[src/rtl/uart_tx_scheduler_if.sv]
// rtl/uart_tx_scheduler_if.sv - host write and flow-control request bundle for the UART TX scheduler
interface uart_tx_scheduler_if;
   logic       wr_valid;
   logic [7:0] wr_data;
   logic       wr_ready;
   logic       fc_req;
   logic       fc_code;
   logic       fc_ack;

   modport master (
      output wr_valid, wr_data, fc_req, fc_code,
      input  wr_ready, fc_ack
   );

   modport slave (
      input  wr_valid, wr_data, fc_req, fc_code,
      output wr_ready, fc_ack
   );
endinterface

[src/rtl/uart_tx_scheduler.sv]
// rtl/uart_tx_scheduler.sv - host byte FIFO, XON/XOFF priority arbitration and UART frame serializer
module uart_tx_scheduler #(
   parameter int         FIFO_DEPTH = 8,
   parameter logic [7:0] XON_CHAR   = 8'h11,
   parameter logic [7:0] XOFF_CHAR  = 8'h13
) (
   input  logic                        baud_clk,
   input  logic                        rst,
   input  logic [4:0]                  line_control_reg,
   input  logic                        tx_en,
   uart_tx_scheduler_if.slave          host,
   output logic                        tx_out,
   output logic                        busy,
   output logic                        frame_done,
   output logic [$clog2(FIFO_DEPTH):0] fifo_count
);
   localparam int             AW         = $clog2(FIFO_DEPTH);
   localparam logic [AW:0]    FULL_COUNT = (AW+1)'(FIFO_DEPTH);

   typedef enum logic [2:0] {ST_IDLE, ST_START, ST_DATA, ST_PARITY, ST_STOP} state_t;

   logic [7:0]    mem [FIFO_DEPTH];
   logic [AW-1:0] rd_ptr;
   logic [AW-1:0] wr_ptr;
   logic          push;
   logic          pop_fifo;
   logic          pop_fc;
   logic          arb_point;
   logic          fc_pending;
   logic          fc_code_q;
   logic          fc_ack_q;

   state_t        state;
   logic [7:0]    shreg;
   logic [2:0]    bit_cnt;
   logic [2:0]    n_last;
   logic          par_en;
   logic          par_even;
   logic          two_stop;
   logic          stop_idx;
   logic          par_acc;
   logic          is_fc;

   // The state says which bit goes on the line at the next edge; tx_out is that bit registered,
   // so a frame is visible one cycle after it is selected.
   assign host.wr_ready = (fifo_count != FULL_COUNT);
   assign host.fc_ack   = fc_ack_q;
   assign push          = host.wr_valid && host.wr_ready;
   assign arb_point     = (state == ST_IDLE) || (state == ST_STOP && stop_idx == two_stop);
   assign pop_fc        = arb_point && fc_pending;
   assign pop_fifo      = arb_point && !fc_pending && tx_en && (fifo_count != '0);

   // FIFO storage; contents need no reset since occupancy gates every read
   always_ff @(posedge baud_clk) begin
      if (push) mem[wr_ptr] <= host.wr_data;
   end

   // FIFO pointers and occupancy
   always_ff @(posedge baud_clk) begin
      if (rst) begin
         rd_ptr     <= '0;
         wr_ptr     <= '0;
         fifo_count <= '0;
      end else begin
         if (push)     wr_ptr <= wr_ptr + 1'b1;
         if (pop_fifo) rd_ptr <= rd_ptr + 1'b1;
         case ({push, pop_fifo})
            2'b10:   fifo_count <= fifo_count + 1'b1;
            2'b01:   fifo_count <= fifo_count - 1'b1;
            default: fifo_count <= fifo_count;
         endcase
      end
   end

   // Pending flow-control request; a new request wins over the clear from a same-cycle pop
   always_ff @(posedge baud_clk) begin
      if (rst) begin
         fc_pending <= 1'b0;
         fc_code_q  <= 1'b0;
      end else if (host.fc_req) begin
         fc_pending <= 1'b1;
         fc_code_q  <= host.fc_code;
      end else if (pop_fc) begin
         fc_pending <= 1'b0;
      end
   end

   // Frame sequencer with registered line, busy and pulse outputs
   always_ff @(posedge baud_clk) begin
      if (rst) begin
         state      <= ST_IDLE;
         tx_out     <= 1'b1;
         busy       <= 1'b0;
         fc_ack_q   <= 1'b0;
         frame_done <= 1'b0;
         shreg      <= '0;
         bit_cnt    <= '0;
         n_last     <= '0;
         par_en     <= 1'b0;
         par_even   <= 1'b0;
         two_stop   <= 1'b0;
         stop_idx   <= 1'b0;
         par_acc    <= 1'b0;
         is_fc      <= 1'b0;
      end else begin
         tx_out     <= 1'b1;
         fc_ack_q   <= 1'b0;
         frame_done <= 1'b0;
         busy       <= (state != ST_IDLE);
         case (state)
            ST_START: begin
               tx_out   <= 1'b0;
               fc_ack_q <= is_fc;
               bit_cnt  <= '0;
               par_acc  <= 1'b0;
               state    <= ST_DATA;
            end
            ST_DATA: begin
               tx_out  <= shreg[0];
               shreg   <= shreg >> 1;
               par_acc <= par_acc ^ shreg[0];
               if (bit_cnt == n_last) begin
                  stop_idx <= 1'b0;
                  state    <= par_en ? ST_PARITY : ST_STOP;
               end else begin
                  bit_cnt <= bit_cnt + 1'b1;
               end
            end
            ST_PARITY: begin
               tx_out   <= par_acc ^ ~par_even;
               stop_idx <= 1'b0;
               state    <= ST_STOP;
            end
            ST_STOP: begin
               if (stop_idx == two_stop) frame_done <= 1'b1;
               else                      stop_idx   <= 1'b1;
            end
            ST_IDLE: begin
            end
            default: state <= ST_IDLE;
         endcase
         if (pop_fc || pop_fifo) begin
            shreg    <= pop_fc ? (fc_code_q ? XOFF_CHAR : XON_CHAR) : mem[rd_ptr];
            n_last   <= {1'b1, line_control_reg[1:0]};
            two_stop <= line_control_reg[2];
            par_en   <= line_control_reg[3];
            par_even <= line_control_reg[4];
            is_fc    <= pop_fc;
            state    <= ST_START;
         end else if (arb_point) begin
            state <= ST_IDLE;
         end
      end
   end
endmodule
[src/flat_wrapper.sv]
// flat-port wrapper written by rule: the top's interface ports become plain ports
module uart_tx_scheduler_flat 
#(
   parameter int         FIFO_DEPTH = 8,
   parameter logic [7:0] XON_CHAR   = 8'h11,
   parameter logic [7:0] XOFF_CHAR  = 8'h13
)
  (baud_clk, rst, line_control_reg, tx_en, tx_out, busy, frame_done, fifo_count, host_wr_valid, host_wr_data, host_fc_req, host_fc_code, host_wr_ready, host_fc_ack);
  uart_tx_scheduler_if host_i ();
  input  logic baud_clk;
  input  logic rst;
  input  logic [4:0] line_control_reg;
  input  logic tx_en;
  output logic tx_out;
  output logic busy;
  output logic frame_done;
  output logic [$clog2(FIFO_DEPTH):0] fifo_count;
  input wire logic [$bits(host_i.wr_valid)-1:0] host_wr_valid;
  input wire logic [$bits(host_i.wr_data)-1:0] host_wr_data;
  input wire logic [$bits(host_i.fc_req)-1:0] host_fc_req;
  input wire logic [$bits(host_i.fc_code)-1:0] host_fc_code;
  output wire logic [$bits(host_i.wr_ready)-1:0] host_wr_ready;
  output wire logic [$bits(host_i.fc_ack)-1:0] host_fc_ack;
  assign host_i.wr_valid = host_wr_valid;
  assign host_i.wr_data = host_wr_data;
  assign host_i.fc_req = host_fc_req;
  assign host_i.fc_code = host_fc_code;
  assign host_wr_ready = host_i.wr_ready;
  assign host_fc_ack = host_i.fc_ack;
  uart_tx_scheduler #(.FIFO_DEPTH(FIFO_DEPTH), .XON_CHAR(XON_CHAR), .XOFF_CHAR(XOFF_CHAR)) u_core (.baud_clk(baud_clk), .rst(rst), .line_control_reg(line_control_reg), .tx_en(tx_en), .host(host_i), .tx_out(tx_out), .busy(busy), .frame_done(frame_done), .fifo_count(fifo_count));
endmodule
[config.mk]
export PLATFORM = sky130hd
export DESIGN_NAME = uart_tx_scheduler_flat
export DESIGN_NICKNAME = d
export VERILOG_FILES = /design/src/rtl/uart_tx_scheduler_if.sv /design/src/rtl/uart_tx_scheduler.sv /design/src/flat_wrapper.sv
export SDC_FILE = /design/constraint.sdc
export NUM_CORES = 1
export LEC_CHECK = 0
export ABC_CLOCK_PERIOD_IN_PS = 5500
export BUFFER_PORTS_ARGS = -buffer_cell sky130_fd_sc_hd__buf_2
export CORE_MARGIN = 10
export CORE_UTILIZATION = 38
export CTS_BUF_LIST = sky130_fd_sc_hd__clkbuf_4 sky130_fd_sc_hd__clkbuf_8
export CTS_CLUSTER_SIZE = 25
export DETAILED_ROUTE_END_ITERATION = 16
export SETUP_SLACK_MARGIN = 0.1
export SLEW_MARGIN = 5
export SYNTH_ARGS = -nofsm -noshare
export SYNTH_HDL_FRONTEND = slang
export SYNTH_SLANG_ARGS = --single-unit
[constraint.sdc]
create_clock -name baud_clk -period 5.5 [get_ports baud_clk]
set_input_delay 0.275 -clock baud_clk [delete_from_list [all_inputs] [get_ports baud_clk]]
set_output_delay 0.275 -clock baud_clk [all_outputs]
set_load 0.02 [all_outputs]
==> metrics.md, run 1 <==
| Metric | Value |
|---|---|
| Antenna violations before repair | `0` |
| Worst Hold Depth | `3` |
| Tightest Pin Transition | `1020 ps` |
| Core Region | `11,400 um^2` |
| Clk_lat worst skew | `370 ps` |
| WL/cell | `17.2 um` |
| Post-Place Cells | `463` |
| HPWL after DPL | `5420 um` |
| Req. time, crit path | `5790 ps` |
| Post-DR vias/cell | `5.25` |
| Clock Tree Root | `clkbuf_8` |
| Post-Layout Cell Count | `479` |
| Min Clock Period, post-route | `2720 ps` |
| Clock Tree Buf Depth | `2` |
| Clk slew on worst S/H paths | `100 ps` |
| Vias in the first global route | `2,517` |
| GR Util All Layers | `10.5%` |
| Ys async rst share | `0%` |
| CP cell instances | `or4b_2 > nand2_1 > ha_1 > xor2_1 > ha_1 > a21oi_1 > xor2_1 > or3_1 > a21oi_1` |
| Full die area | `16,200 um^2` |
| Critical path's largest stage delay | `750 ps` |
| I/O pins | `28` |
| Final wirelength | `8220 um` |
| Hold WC Path Type | `primary input to flip-flop` |
| Synth Register Bits | `106` |
| RSZ-0062 raised after global routing | `false` |
| Post_cts resized | `0` |
| Synthesis Warnings | `0` |
| Clock Sinks | `106` |
| Top-area cell type share of the netlist area | `43.9%` |
| First-pass GRT wire length | `13,300 um` |
| Die H | `127 um` |
| Sequential area share after synthesis | `63.1%` |
| Fin crit share | `49.4%` |
| Netlist Area Pre-Place | `4380 um^2` |
| Netlist cell types | `56` |
| Slowest-stage cell, CP | `or4b_2` |
| # rows | `39` |
| Pre-Repair DR Iteration Count | `4` |
| Fmax | `368 MHz` |
| Leading cell type by number of instances after synthesis | `edfxtp_1` |
| Maxcap violations | `0` |
| Syn Nets | `329` |
| CP arrival | `3010 ps` |
| Initial DRC count | `160` |
| Max IR drop VDD | `201 uV` |
| Vias post-DR | `2,513` |
| Total CTS buffers | `9` |
| Final Hold Viols | `0` |
| I/O Buffers | `27` |
| Initial Utilization | `38.5%` |
| Crit Path Max Fanout | `10` |
| Final Skew | `12.5 ps` |
| # diodes | `0` |
| Routability cong. | `0.834` |
| Largest area contributor in the netlist | `edfxtp_1` |
| DRC Markers | `0` |
| CTS H-Tree Depth | `3` |
| Syn Inst Count | `304` |
| Global route total overflow | `0` |
| Area growth from synthesis to layout | `10.6%` |
| Area contributors post-synth | `edfxtp_1 (44%), dfxtp_1 (19%), mux4_2 (7.2%), mux2i_1 (3.7%), nor2_1 (2.5%)` |
| Chip width | `127 um` |
| Critical path capture point type | `flip-flop` |
| Hold Buf Count CTS | `0` |
| Ratio of cells with drive above 1 in the final layout | `22.6%` |
| Syn Area/Cell | `14.4 um^2` |
| Fin Setup TNS | `0 ps` |
| Setup-violating endpoint count in the final report | `0` |
| Top cells by count, synth | `edfxtp_1 (64), dfxtp_1 (42), nor2_1 (29)` |
| CTS tree | `built` |
| Final #Nets | `356` |
| Antenna-violating nets left | `0` |
| Status | `finished, final reports clean` |
| Levels on crit path | `9` |
| PwrDens | `383 nW/um^2` |
| Headroom to the max-slew limit | `31.6%` |
| Leakage | `1.69 nW` |
| Top_reg_cell synth | `edfxtp_1` |
| Largest net degree at the start of global routing | `38` |
| Worst Setup Path Type | `flip-flop to flip-flop` |
| Slew Limit Fails | `0` |
| Post-CTS Setup Bufs | `0` |
| Pre-CTS setup slack | `2800 ps` |
| Buffer and inverter count on the worst path | `0` |
| Critical path startpoint category | `flip-flop` |
| CP delay by family, top | `simple AND/OR/NAND/NOR gates` |
| EDFF count, synth | `64` |
| Worst reg-to-reg path cell count | `9` |
| Setup WS post-layout | `2780 ps` |
[flip-flops by register name, indices dropped and copies added, names as in the netlist, named ones only]
name / flops
u_core.frame_done: 1
u_core.is_fc: 1
u_core.par_even: 1
u_core.fc_pending: 1
u_core.rd_ptr: 3
u_core.par_acc: 1
u_core.par_en: 1
u_core.fc_code_q: 1
u_core.shreg: 8
u_core.two_stop: 1
u_core.busy: 1
u_core.bit_cnt: 3
u_core.tx_out: 1
u_core.mem: 64
u_core.wr_ptr: 3
u_core.fifo_count: 4
u_core.state: 3
u_core.host.fc_ack: 1
u_core.stop_idx: 1
u_core.n_last: 3
[where the power goes]
part           switching, W  total (W)  leakage [nW]  internal [W]
logic              0.000208   0.000397         0.660      0.000189
clock network      0.000273   0.000492         0.107      0.000219
registers         0.0000571   0.000963         0.924      0.000906
[worst paths after layout]
check / end / start / slack (ps)
setup / recovery: u_core.fifo_count[2] / u_core.fifo_count[1] / 2780
hold / removal: u_core.n_last[1] / line_control_reg[1] / 140
setup reg to reg: u_core.fifo_count[2] / u_core.fifo_count[1] / 2780
hold reg to reg: u_core.shreg[5] / u_core.shreg[6] / 480
[per-layer routing]
layer / up-vias / wire (um) / global-route usage (%)
met5: - / 0 / 0
met4: 0 / 155 / 3.95
met3: 16 / 331 / 3.52
met2: 49 / 3900 / 16.9
met1: 1233 / 3840 / 12.9
li1: 1215 / - / -
[worst min-delay path: stages]
cell	delay, ps
buf_2	70
mux2i_1	60
nor2_1	70
[kinds of logic (layout without fill, tap and decap cells)]
| group | Yosys count | in the layout | share of synthesized area, % |
|---|---|---|---|
| AND/OR/NAND/NOR | 81 | 81 | 10.0 |
| AO/OA/AOI/OAI | 46 | 46 | 8.15 |
| flip-flops | 106 | 106 | 63.1 |
| adder cells (fa/ha/maj) | 6 | 6 | 1.72 |
| buffers and inverters | 18 | 50 | 2.26 |
| multiplexers | 35 | 35 | 12.1 |
| XOR/XNOR | 12 | 12 | 2.57 |
[through the flow]
stage,utilization [%],total power (W),hold slack [ps],area [um^2]
6_report,42.6,0.00185,139,4840
5_1_grt,42.6,0.00195,141,4840
4_1_cts,42.6,0.00187,129,4840
3_5_place_dp,40.8,0.00139,454,4630
3_3_place_gp,40.8,0.00138,455,4630
2_1_floorplan,-,0.00129,374,4380
[cell type report]
| class | instances | area [um^2] |
|---|---|---|
| Multi-Input combinational cell | 180 | 1520 |
| Sequential cell | 106 | 2760 |
| Fill cell | 1060 | 6530 |
| Tap cell | 143 | 179 |
| Clock inverter | 7 | 81.3 |
| Inverter | 4 | 15.0 |
| Clock buffer | 9 | 124 |
| Timing Repair Buffer | 30 | 158 |
[placed cells by master, fill, tap and decap left out, types with 2 or more instances in the layout]
cell	instances
nor4b_1	2
nor2_1	29
xor2_1	8
o21a_1	2
nand2b_1	5
clkbuf_8	9
a31oi_1	2
edfxtp_1	64
nand3b_1	4
buf_4	3
nor3b_1	2
nand3_1	7
nor2b_1	4
inv_1	4
nand2_1	6
o21ai_0	7
buf_2	27
and3_1	2
mux2_2	5
a2bb2oi_1	2
nor3_2	2
nor4_1	2
xnor2_1	3
nor3_1	5
ha_1	6
dfxtp_1	42
a21oi_1	15
mux4_2	14
o2111ai_1	2
a221o_1	3
mux2i_1	16
a211oi_1	2
and2_1	2
inv_6	3
Note: power is estimated with default switching activity, not from simulation.
==> inputs of run 2 (changes only) <==
Settings changed: ABC_CLOCK_PERIOD_IN_PS 5500 to 2500.
Clock period 5.5 ns to 2.5 ns, I/O delays scaled along.
==> metrics.md, run 2 (same netlist as run 1, synthesis figures left out) <==
| Metric | Value |
|---|---|
| Vias post-DR | `2,582 (was 2,513)` |
| First-pass GRT wire length | `13,400 um (was 13,300 um)` |
| Post-DP Area | `4770 um^2 (was 4630 um^2)` |
| Initial DRC count | `299 (was 160)` |
| Chip width | `127 um (unchanged)` |
| Largest net degree at the start of global routing | `37 (was 38)` |
| Slew Limit Fails | `0 (unchanged)` |
| Maxcap violations | `0 (unchanged)` |
| Die H | `127 um (unchanged)` |
| CP arrival | `2520 ps (was 3010 ps)` |
| Final Skew | `13.9 ps (was 12.5 ps)` |
| Clk_lat worst skew | `370 ps (about the same)` |
| Max IR drop VDD | `531 uV (was 201 uV)` |
| Tightest Pin Transition | `803 ps (was 1020 ps)` |
| Status | `finished, final reports clean (unchanged)` |
| Antenna violations before repair | `0 (unchanged)` |
| I/O Buffers | `27 (unchanged)` |
| Clk slew on worst S/H paths | `100 ps (about the same)` |
| CTS H-Tree Depth | `3 (unchanged)` |
| Final Hold Viols | `0 (unchanged)` |
| Vias in the first global route | `2,542 (was 2,517)` |
| WHS | `24.8 ps (was 139 ps)` |
| Buffer and inverter count on the worst path | `1 (was 0)` |
| Slowest-stage cell, CP | `o41ai_4 (was or4b_2)` |
| DRC Markers | `0 (unchanged)` |
| Post-DR vias/cell | `5.14 (was 5.25)` |
| Max reg flops | `64 (unchanged)` |
| Min Clock Period, post-route | `2260 ps (was 2720 ps)` |
| Full die area | `16,200 um^2 (unchanged)` |
| Core Region | `11,400 um^2 (unchanged)` |
| HPWL after DPL | `5730 um (was 5420 um)` |
| Clock Sinks | `106 (unchanged)` |
| Ratio of cells with drive above 1 in the final layout | `27.3% (was 22.6%)` |
| Setup WS post-layout | `241 ps (was 2780 ps)` |
| Commonest non-fill, non-tap cell in the layout | `edfxtp_1 (unchanged)` |
| Pre-CTS setup slack | `209 ps (was 2800 ps)` |
| RSZ-0062 raised after global routing | `false (unchanged)` |
| Crit Path Max Fanout | `8 (was 10)` |
| Clock Tree Buf Depth | `2 (unchanged)` |
| Fin crit share | `90.4% (was 49.4%)` |
| Area growth from synthesis to layout | `14.9% (was 10.6%)` |
| Fin util | `44.2% (was 42.6%)` |
| Leakage | `1.78 nW (was 1.69 nW)` |
| CP delay by family, top | `compound AO/OA/AOI/OAI gates (was simple AND/OR/NAND/NOR gates)` |
| Fin Setup TNS | `0 ps (unchanged)` |
| Fmax | `443 MHz (was 368 MHz)` |
| Regs by FF count | `u_core.mem: 64 flops, u_core.shreg: 8 flops, u_core.fifo_count: 4 flops (unchanged)` |
| Antenna-violating nets left | `0 (unchanged)` |
| Total CTS buffers | `9 (unchanged)` |
| Filler cells | `1,035 (was 1,060)` |
| Worst Setup Path Type | `flip-flop to flip-flop (unchanged)` |
| Headroom to the max-slew limit | `46.3% (was 31.6%)` |
| Clock Tree Root | `clkbuf_8 (unchanged)` |
| Most frequent cells in the layout | `edfxtp_1 (64), dfxtp_1 (37), nor2_1 (29), buf_2 (27), buf_4 (20) (was edfxtp_1 (64), dfxtp_1 (42), nor2_1 (29), buf_2 (27), mux2i_1 (16))` |
| CTS tree | `built (unchanged)` |
| Global route total overflow | `0 (unchanged)` |
| I/O pins | `28 (unchanged)` |
| CP cell instances | `o41ai_4 > a2111oi_4 > buf_4 > ha_1 > nor2b_1 > o21ai_0 > a21oi_1 > mux2_2 (was or4b_2 > nand2_1 > ha_1 > xor2_1 > ha_1 > a21oi_1 > xor2_1 > or3_1 > a21oi_1)` |
| Largest register by flop count | `u_core.mem (unchanged)` |
| Fin area | `5030 um^2 (was 4840 um^2)` |
| Routability cong. | `0.823 (was 0.834)` |
| # diodes | `0 (unchanged)` |
| WL/cell | `16.7 um (was 17.2 um)` |
| Final wirelength | `8400 um (was 8220 um)` |
| Final #Nets | `379 (was 356)` |
| Setup-violating endpoint count in the final report | `0 (unchanged)` |
| Initial Utilization | `38.5% (unchanged)` |
| Critical path's largest stage delay | `480 ps (was 750 ps)` |
| Pre-Repair DR Iteration Count | `4 (unchanged)` |
| GR Util All Layers | `10.5% (about the same)` |
| Critical path startpoint category | `flip-flop (unchanged)` |
| Req. time, crit path | `2760 ps (was 5790 ps)` |
| # rows | `39 (unchanged)` |
| Critical path capture point type | `flip-flop (unchanged)` |
| PwrDens | `801 nW/um^2 (was 383 nW/um^2)` |
| Hold WC Path Type | `primary input to flip-flop (unchanged)` |
[run 2: through the flow]
stage          instances  power [W]
2_1_floorplan        304    0.00286
3_3_place_gp         477    0.00310
3_5_place_dp         477    0.00311
4_1_cts              499    0.00406
5_1_grt              502    0.00424
6_report             502    0.00403
[run 2: per-layer routing]
metal | wire length (um) | global-route usage, % | vias up
li1 | - | - | 1256
met5 | 0 | 0 | -
met4 | 120 | 3.22 | 0
met2 | 3940 | 16.6 | 62
met3 | 439 | 3.72 | 11
met1 | 3900 | 13.1 | 1253
[run 2: where the power goes]
| group | switching, W | internal, W | total (W) | leakage, nW |
|---|---|---|---|---|
| sequential | 0.000143 | 0.00200 | 0.00214 | 0.926 |
| combinational | 0.000465 | 0.000478 | 0.000943 | 0.770 |
| clock | 0.000576 | 0.000367 | 0.000943 | 0.0828 |
| total | 0.00118 | 0.00285 | 0.00403 | 1.78 |
[run 2: area by class of cell]
type	instances	area, um^2	share of cell area (%)
inverter	4	15.0	0.299
clock inverter	7	51.3	1.02
sequential	106	2770	55.1
tap	143	179	3.56
timing repair buffer	53	345	6.87
multi-input combinational	180	1540	30.7
clock buffer	9	124	2.46
[run 2: final timing paths]
check | from | to | slack, ps | depth (start not counted)
setup / recovery | u_core.fifo_count[0] | u_core.fifo_count[3] | 240 | 8
hold / removal | host_wr_data[2] | u_core.mem[5][2] | 20 | 1
setup reg to reg | u_core.fifo_count[0] | u_core.fifo_count[3] | 240 | 8
hold reg to reg | u_core.shreg[7] | u_core.shreg[7] | 480 | 1
[run 2: timing repair]
item                       in CTS  in global routing
setup endpoints to repair       0                  1
hold buffers                    6                  0
gates resized for setup         0                  2
setup buffers                   0                  3
hold endpoints to repair        6                  0
